<file path="config.mk">
export PLATFORM = sky130hd
export DESIGN_NAME = txstr_seq
export DESIGN_NICKNAME = d
export VERILOG_FILES = /design/src/rtl/txstr_seq_pkg.sv /design/src/rtl/txstr_seq_msg_rom.sv /design/src/rtl/txstr_seq.sv
export SDC_FILE = /design/constraint.sdc
export NUM_CORES = 1
export LEC_CHECK = 0
export CAP_MARGIN = 5
export CORE_MARGIN = 2
export CORE_UTILIZATION = 60
export CTS_CLUSTER_DIAMETER = 50
export DETAILED_ROUTE_END_ITERATION = 8
export DONT_BUFFER_PORTS = 1
export PLACE_DENSITY = 0.83
export REMOVE_ABC_BUFFERS = 1
export SYNTH_ARGS = -nofsm -noshare
export SYNTH_HDL_FRONTEND = slang
export SYNTH_SLANG_ARGS = --single-unit
</file>
<file path="constraint.sdc">
create_clock -name clk -period 2.55 [get_ports clk]
set_input_delay 0.255 -clock clk [delete_from_list [all_inputs] [get_ports clk]]
set_output_delay 0.255 -clock clk [all_outputs]
set_load 0.05 [all_outputs]
</file>
<file path="src/rtl/txstr_seq_pkg.sv">
// Shared definitions for the message sequencer that feeds uart_tx:
// state encoding, ASCII line-control characters and width helpers.
package txstr_seq_pkg;

    typedef enum logic [2:0] {
        ST_IDLE,
        ST_LOAD,
        ST_SEND,
        ST_WAIT_LO,
        ST_WAIT_HI,
        ST_GAP
    } state_t;

    localparam logic [7:0] ASCII_CR = 8'h0D;
    localparam logic [7:0] ASCII_LF = 8'h0A;

    // Counter/index width for values 0..n-1, never narrower than one bit.
    function automatic int min1_clog2(input int n);
        return (n > 1) ? $clog2(n) : 1;
    endfunction

    function automatic logic is_eol(input logic [7:0] ch);
        return (ch == ASCII_CR) || (ch == ASCII_LF);
    endfunction

endpackage

</file>
<file path="src/rtl/txstr_seq_msg_rom.sv">
// Combinational character lookup: character idx of the message literal,
// leftmost character at index 0.
module msg_rom
    import txstr_seq_pkg::*;
#(
    parameter int                   MSG_LEN = 8,
    parameter logic [8*MSG_LEN-1:0] MSG     = {"Nexys2!", ASCII_LF},
    localparam int                  IDX_W   = min1_clog2(MSG_LEN)
) (
    input  logic [IDX_W-1:0] idx,
    output logic [7:0]       ch
);

    always_comb begin
        ch = 8'h00;
        for (int i = 0; i < MSG_LEN; i++) begin
            if (idx == IDX_W'(i)) begin
                ch = MSG[8*(MSG_LEN-1-i) +: 8];
            end
        end
    end

endmodule

</file>
<file path="src/rtl/txstr_seq.sv">
// Feeds a fixed message to uart_tx one character at a time, pacing each
// character on uart_tx's ready handshake; one-shot on go or auto-repeating.
module txstr_seq
    import txstr_seq_pkg::*;
#(
    parameter int                   MSG_LEN    = 8,
    parameter logic [8*MSG_LEN-1:0] MSG        = {"Nexys2!", ASCII_LF},
    parameter bit                   AUTO       = 1'b0,
    parameter int                   GAP_CYCLES = 1000
) (
    input  logic       clk,
    input  logic       rstn,
    input  logic       go,
    input  logic       tx_ready,
    output logic [7:0] tx_data,
    output logic       tx_start,
    output logic       busy,
    output logic       done
);

    localparam int IDX_W = min1_clog2(MSG_LEN);
    localparam int GAP_W = min1_clog2(GAP_CYCLES);
    localparam logic [IDX_W-1:0] LAST_IDX = IDX_W'(MSG_LEN - 1);
    localparam logic [GAP_W-1:0] GAP_LAST = GAP_W'((GAP_CYCLES > 0) ? GAP_CYCLES - 1 : 0);

    state_t           state, state_nxt;
    logic [IDX_W-1:0] idx, idx_nxt;
    logic [GAP_W-1:0] gap_cnt, gap_nxt;
    logic [7:0]       data_nxt;
    logic             start_nxt;
    logic             done_nxt;
    logic [7:0]       rom_ch;

    msg_rom #(
        .MSG_LEN (MSG_LEN),
        .MSG     (MSG)
    ) u_rom (
        .idx (idx),
        .ch  (rom_ch)
    );

    always_comb begin
        state_nxt = state;
        idx_nxt   = idx;
        gap_nxt   = gap_cnt;
        data_nxt  = tx_data;
        start_nxt = tx_start;
        done_nxt  = 1'b0;
        case (state)
            ST_IDLE: begin
                if (go) state_nxt = ST_LOAD;
            end
            ST_LOAD: begin
                data_nxt  = rom_ch;
                start_nxt = 1'b1;
                state_nxt = ST_SEND;
            end
            ST_SEND: begin
                // Start and data stay put until uart_tx is ready to take them.
                if (tx_start && tx_ready) begin
                    start_nxt = 1'b0;
                    state_nxt = ST_WAIT_LO;
                end
            end
            ST_WAIT_LO: begin
                if (!tx_ready) state_nxt = ST_WAIT_HI;
            end
            ST_WAIT_HI: begin
                if (tx_ready) begin
                    if (idx == LAST_IDX) begin
                        done_nxt  = 1'b1;
                        idx_nxt   = '0;
                        gap_nxt   = '0;
                        state_nxt = AUTO ? ST_GAP : ST_IDLE;
                    end else begin
                        idx_nxt   = idx + IDX_W'(1);
                        state_nxt = ST_LOAD;
                    end
                end
            end
            ST_GAP: begin
                if ((GAP_CYCLES == 0) || (gap_cnt == GAP_LAST)) begin
                    state_nxt = ST_LOAD;
                end else begin
                    gap_nxt = gap_cnt + GAP_W'(1);
                end
            end
            default: state_nxt = ST_IDLE;
        endcase
    end

    always_ff @(posedge clk) begin
        if (!rstn) begin
            state    <= ST_IDLE;
            idx      <= '0;
            gap_cnt  <= '0;
            tx_data  <= 8'h00;
            tx_start <= 1'b0;
            busy     <= 1'b0;
            done     <= 1'b0;
        end else begin
            state    <= state_nxt;
            idx      <= idx_nxt;
            gap_cnt  <= gap_nxt;
            tx_data  <= data_nxt;
            tx_start <= start_nxt;
            busy     <= (state_nxt != ST_IDLE);
            done     <= done_nxt;
        end
    end

endmodule

</file>
Word-level counts from Yosys, hierarchy flattened
Cells that the tools add are included.
- logic and storage cells: 59
- input port bits: 4
- output and inout bits: 11
- register bits after elaboration: 27
- reduce and logical (&&, ||, !) cells: 10
- mux-type cells: 23
- add/subtract/negate cells: 2
- equal/unequal tests: 17
- operators by type and width (cell ; number):
    $mux W7 ; 8
    $mux W10 ; 3
    $pmux W10 S2 ; 1
    $eq A3 B3 Y1 const B ; 6
    $mux W3 ; 6
    $pmux W3 S6 ; 1
    $eq A3 B2 Y1 const B ; 4
    $add A10 B1 Y10 const B ; 1
    $eq A10 B10 Y1 const B ; 1
    $ne A2 B2 Y1 const B ; 4
    $eq A3 B1 Y1 const B ; 2
    $logic_not A3 Y1 ; 2
    $reduce_and A2 Y1 ; 2
    $reduce_and A4 Y1 ; 1
    $reduce_bool A2 Y1 ; 2
    $add A3 B1 Y3 const B ; 1
    $mux W1 ; 3
    $reduce_and A3 Y1 ; 1
    $reduce_bool A3 Y1 ; 1
    $pmux W1 S2 ; 1
    $logic_and A1 B1 Y1 ; 1

Logic depth before layout (Yosys ltp)
- depth after elaboration: 9
- gate-level depth with buffers: 6
- mapped depth without buffers: 6

Hierarchy
From an unflattened synthesis, not the netlist that was laid out.
- cell total of the unflattened synthesis: 157
- area total of the unflattened synthesis: 1485.2 µm²
- by module, submodules not included (module ; seq. area each (µm²) ; times used ; cells each ; area an instance (µm²)):
    txstr_seq ; 540.5 ; 1 ; 142 ; 1393.8
    msg_rom ; 0.0 ; 1 ; 15 ; 91.3

Worst setup path after synthesis
OpenSTA, ideal clock, no wires.
- path type: flip-flop to flip-flop
- from: reg idx[0]
- to: reg gap_cnt[3]
- data required time: 2.480 ns
- cell stages (with the launch flop): 7
- clock period less this slack: 1.770 ns
- path buffers: 0
- data arrival time: 1.700 ns
- slack: 0.780 ns
- setup time: 0.070 ns
- path through: dfxtp_1 -> ha_1 -> ha_1 -> a21oi_2 -> nand2b_4 -> or4_1 -> a21oi_1
- word-level cells in the longest chain between the ends: 3
- RTL lines (element ; line ; RTL):
    start, declared ; txstr_seq.sv:27 ; logic [IDX_W-1:0] idx, idx_nxt;
    start signal, assigned ; txstr_seq.sv:103 ; idx <= idx_nxt;
    $eq A3 B3 Y1 ; txstr_seq.sv:70 ; if (idx == LAST_IDX) begin
    $ne A2 B2 Y1 (no line) ; - ;
    $reduce_and A4 Y1 (no line) ; - ;
    end signal, assigned ; txstr_seq.sv:104 ; gap_cnt <= gap_nxt;
    end, declared ; txstr_seq.sv:28 ; logic [GAP_W-1:0] gap_cnt, gap_nxt;
No other way between the ends.
A chain may end at the register's enable or synchronous reset.

Final worst setup path
Ends and elaborated chain as after synthesis.

==> key figures <==
Power
  • P_leak: 0.526 nW
  • VDD IR max: 0.000456 V
  • Pwr dens: 518 nW/um^2

STA
  • F_max: 493 MHz
  • Post-layout worst setup margin: 523 ps
  • Rel. slew slack: 0.568
  • Tmin final: 2030 ps
  • Slew @ Worst Pin: 643 ps
  • Fin. Hold Viols: 0
  • RSZ-0062 raised after global routing: no
  • Setup violations, final: 0
  • Final Max Tran Viols: 0
  • Tcrit/Tclk final: 0.795
  • TNS Setup: 0 ps
  • Clock Skew: between 1.5 and 2 ps

Worst setup path
  • Worst R2R Setup Slack: 520 ps
  • Critical path type: flop to flop
  • Buf/Inv on CP: 0
  • CP startpoint kind: flop
  • Slowest-stage cell, CP: dfxtp_1
  • Critical Path Sink: gap_cnt[3]$_SDFFE_PN0P_
  • Critical Path Source: idx[0]$_SDFFE_PN0P_
  • Crit Reg-Reg Endpoint: gap_cnt[3]$_SDFFE_PN0P_
  • CP most frequent cell: ha_1
  • Req. time, crit path: 2820 ps
  • Delay of the slowest critical-path stage: 480 ps
  • CP top delay family: simple AND/OR/NAND/NOR gates
  • WP depth: 6
  • Worst path cell trace: ha_1 -> ha_1 -> a21oi_2 -> nand2b_4 -> or4_1 -> a21oi_1
  • Arr. time, crit path: 2300 ps
  • Worst reg2reg path depth: 6
  • Crit-path max FO: 8
  • Critical Path End Type: flop
  • Reg2reg start: idx[0]$_SDFFE_PN0P_

Routing
  • Via count: 1110
  • Drt drc: 0
  • Post-DR wirelength/cell: 13.8 microns
  • TritonRoute pass-1 iters: 5
  • Total Wirelength: 2.59 mm
  • Post-DRT Antenna Nets: 0
  • Vias/cell: a little under 6
  • Starting DRT DRC Count: 26

Clocking
  • Clk slew on worst S/H paths: 140 ps
  • Sink Count: 26
  • CTS tree: built
  • # hold bufs at CTS: 0
  • Max Root-Sink Buffers: 2
  • Post-cts resize count: 0
  • CTS root buf: clkbuf_4
  • Htree depth: 1
  • Setup Fix Bufs, Post-CTS: 0
  • Number of buffers created by CTS: 3
  • Worst-Skew Late Latency: around 320 ps

Floorplan
  • Die W: 52.0 microns
  • Initial Util: 0.632
  • IO Count: 15
  • Core Region: roughly 2200 sq um
  • Floorplan row count: 17
  • Die area: 2710 sq um
  • Chip Height: 52.0 microns

Synthesis
  • Synthesized area per cell: approximately 8.5 sq um
  • Yosys cell types: 46
  • Post-Synth Adder-Cell Area: 0.0723
  • Ys Warns: 0
  • Mux cell area share after synthesis: 0
  • Synth area leaders: dfxtp_1 38%, ha_1 7.2%, nand2_1 4.9%
  • Synth top area share: 0.376
  • Synth Area in Simple Gates: 0.284
  • Synth Register Bits: 26
  • Mapped cell area: about 1400 sq um
  • Main synth FF type: dfxtp_1
  • Yosys top cell by area: dfxtp_1
  • Post-synthesis cell count: about 160
  • Largest family of logic cells by synthesized area: simple AND/OR/NAND/NOR gates
  • Sequential fraction of the synthesis area: 0.376
  • Xor-xnor portion of the synthesized cell area: 0.0316
  • Number of synthesized flops with an enable pin: 0
  • Synth Area in Compound Gates: 0.173
  • Async set or reset register ratio after synthesis: 0

Layout
  • Final-stage net count: 172
  • Most frequent cells in the layout: 26 x dfxtp_1, 18 x nand2_1, 10 x inv_1
  • Antenna fix cells: 0
  • Commonest non-fill, non-tap cell in the layout: dfxtp_1
  • Area delta synth->final: 1.81%
  • Ratio of cells with drive above 1 in the final layout: 0.0755

Status
  • Status: finished, final reports clean

Global route
  • Initial antenna violation count: 0
  • GRT Resource Usage Total: 0.213
  • Grt ovf: 0
  • Vias in the first global route: 1078
  • First-pass GRT wire length: 4.31 mm
  • Largest net degree at the start of global routing: 19

Place
  • Gpl congestion: approximately 0.85
  • # port buffers: 0
  • Placement Setup Slack: slightly below 600 ps
  • Hpwl dp: about 1.9 mm

Worst hold path
  • HP Start: rstn
  • Worst hold path type: input port to flop
  • Hold path depth: 1

Job
  • Max-cap viol count: 0
-- flip-flops by register name, indices dropped and copies added (netlist names) --
register,cells
state,3
busy,1
tx_start,1
idx,3
done,1
tx_data,7
gap_cnt,10
-- report_power, final --
| group | switching [mW] | internal [mW] | leakage, nW |
|---|---|---|---|
| registers | 0.0494 | 0.419 | 0.211 |
| logic | 0.0280 | 0.0223 | 0.294 |
| clock network | 0.123 | 0.0874 | 0.0210 |
-- logic make-up (layout without fill, tap and decap cells) --
| logic type | count (synthesis) | in the layout |
|---|---|---|
| simple gates | 69 | 69 |
| compound gates | 36 | 36 |
| flops | 26 | 26 |
| buf+inv | 17 | 14 |
| fa+ha+maj | 8 | 8 |
| xor+xnor | 5 | 5 |
| other cells | 1 | 1 |
-- through the flow --
stage          power (mW)  std cells  hold slack (ps)   util  cell area, sq um
4_1_cts             0.735        187             31.9  0.643              1410
2_1_floorplan       0.516        155              377      -              1340
6_report            0.729        187             39.3  0.643              1410
5_1_grt             0.756        187             21.6  0.643              1410
3_3_place_gp        0.526        183              380  0.626              1370
3_5_place_dp        0.529        183              383  0.626              1370
-- synth_stat cells (2+ instances only) --
master / n
dfxtp_1: 26
nand2_1: 18
inv_1: 10
a21oi_1: 9
nor2_1: 9
o21ai_0: 9
ha_1: 8
nand3_1: 7
nor3_1: 6
a21boi_0: 5
xnor2_1: 5
o211ai_1: 4
buf_4: 3
nor2b_1: 3
nor4_1: 3
or3_1: 3
and3_1: 2
clkbuf_1: 2
nand4_1: 2
nor3b_1: 2
-- worst reg2reg max path, stage by stage, from the launching register on --
cell and delay [ps]:
dfxtp_1 480, ha_1 230, ha_1 320, a21oi_2 160, nand2b_4 180, or4_1 460, a21oi_1 140
-- metal layers --
metal  global-route usage  wire [microns]  up-vias
met5                    0               0        -
met4                0.127              44        0
met3               0.0316              60        4
met2                0.371            1320       16
met1                0.243            1160      528
li1                     -               -      562
-- worst min-delay path by stage --
stage | end | slack (ps)
after floorplan | tx_data[3]$_SDFFE_PN0P_ | 380
after global placement | tx_data[3]$_SDFFE_PN0P_ | 380
after detailed placement | tx_data[3]$_SDFFE_PN0P_ | 380
after CTS | tx_data[1]$_SDFFE_PN0P_ | 30
after global routing | tx_data[1]$_SDFFE_PN0P_ | 20
final | tx_data[1]$_SDFFE_PN0P_ | 40
-- final cells by class --
cell class                      instances  area (sq um)
Fill cell                             181           782
Multi-Input combinational cell        119           779
Clock buffer                            4          36.3
Inverter                               10          37.5
Tap cell                               28          35.0
Sequential cell                        26           520
No activity file was read; power rests on OpenSTA's default activity.
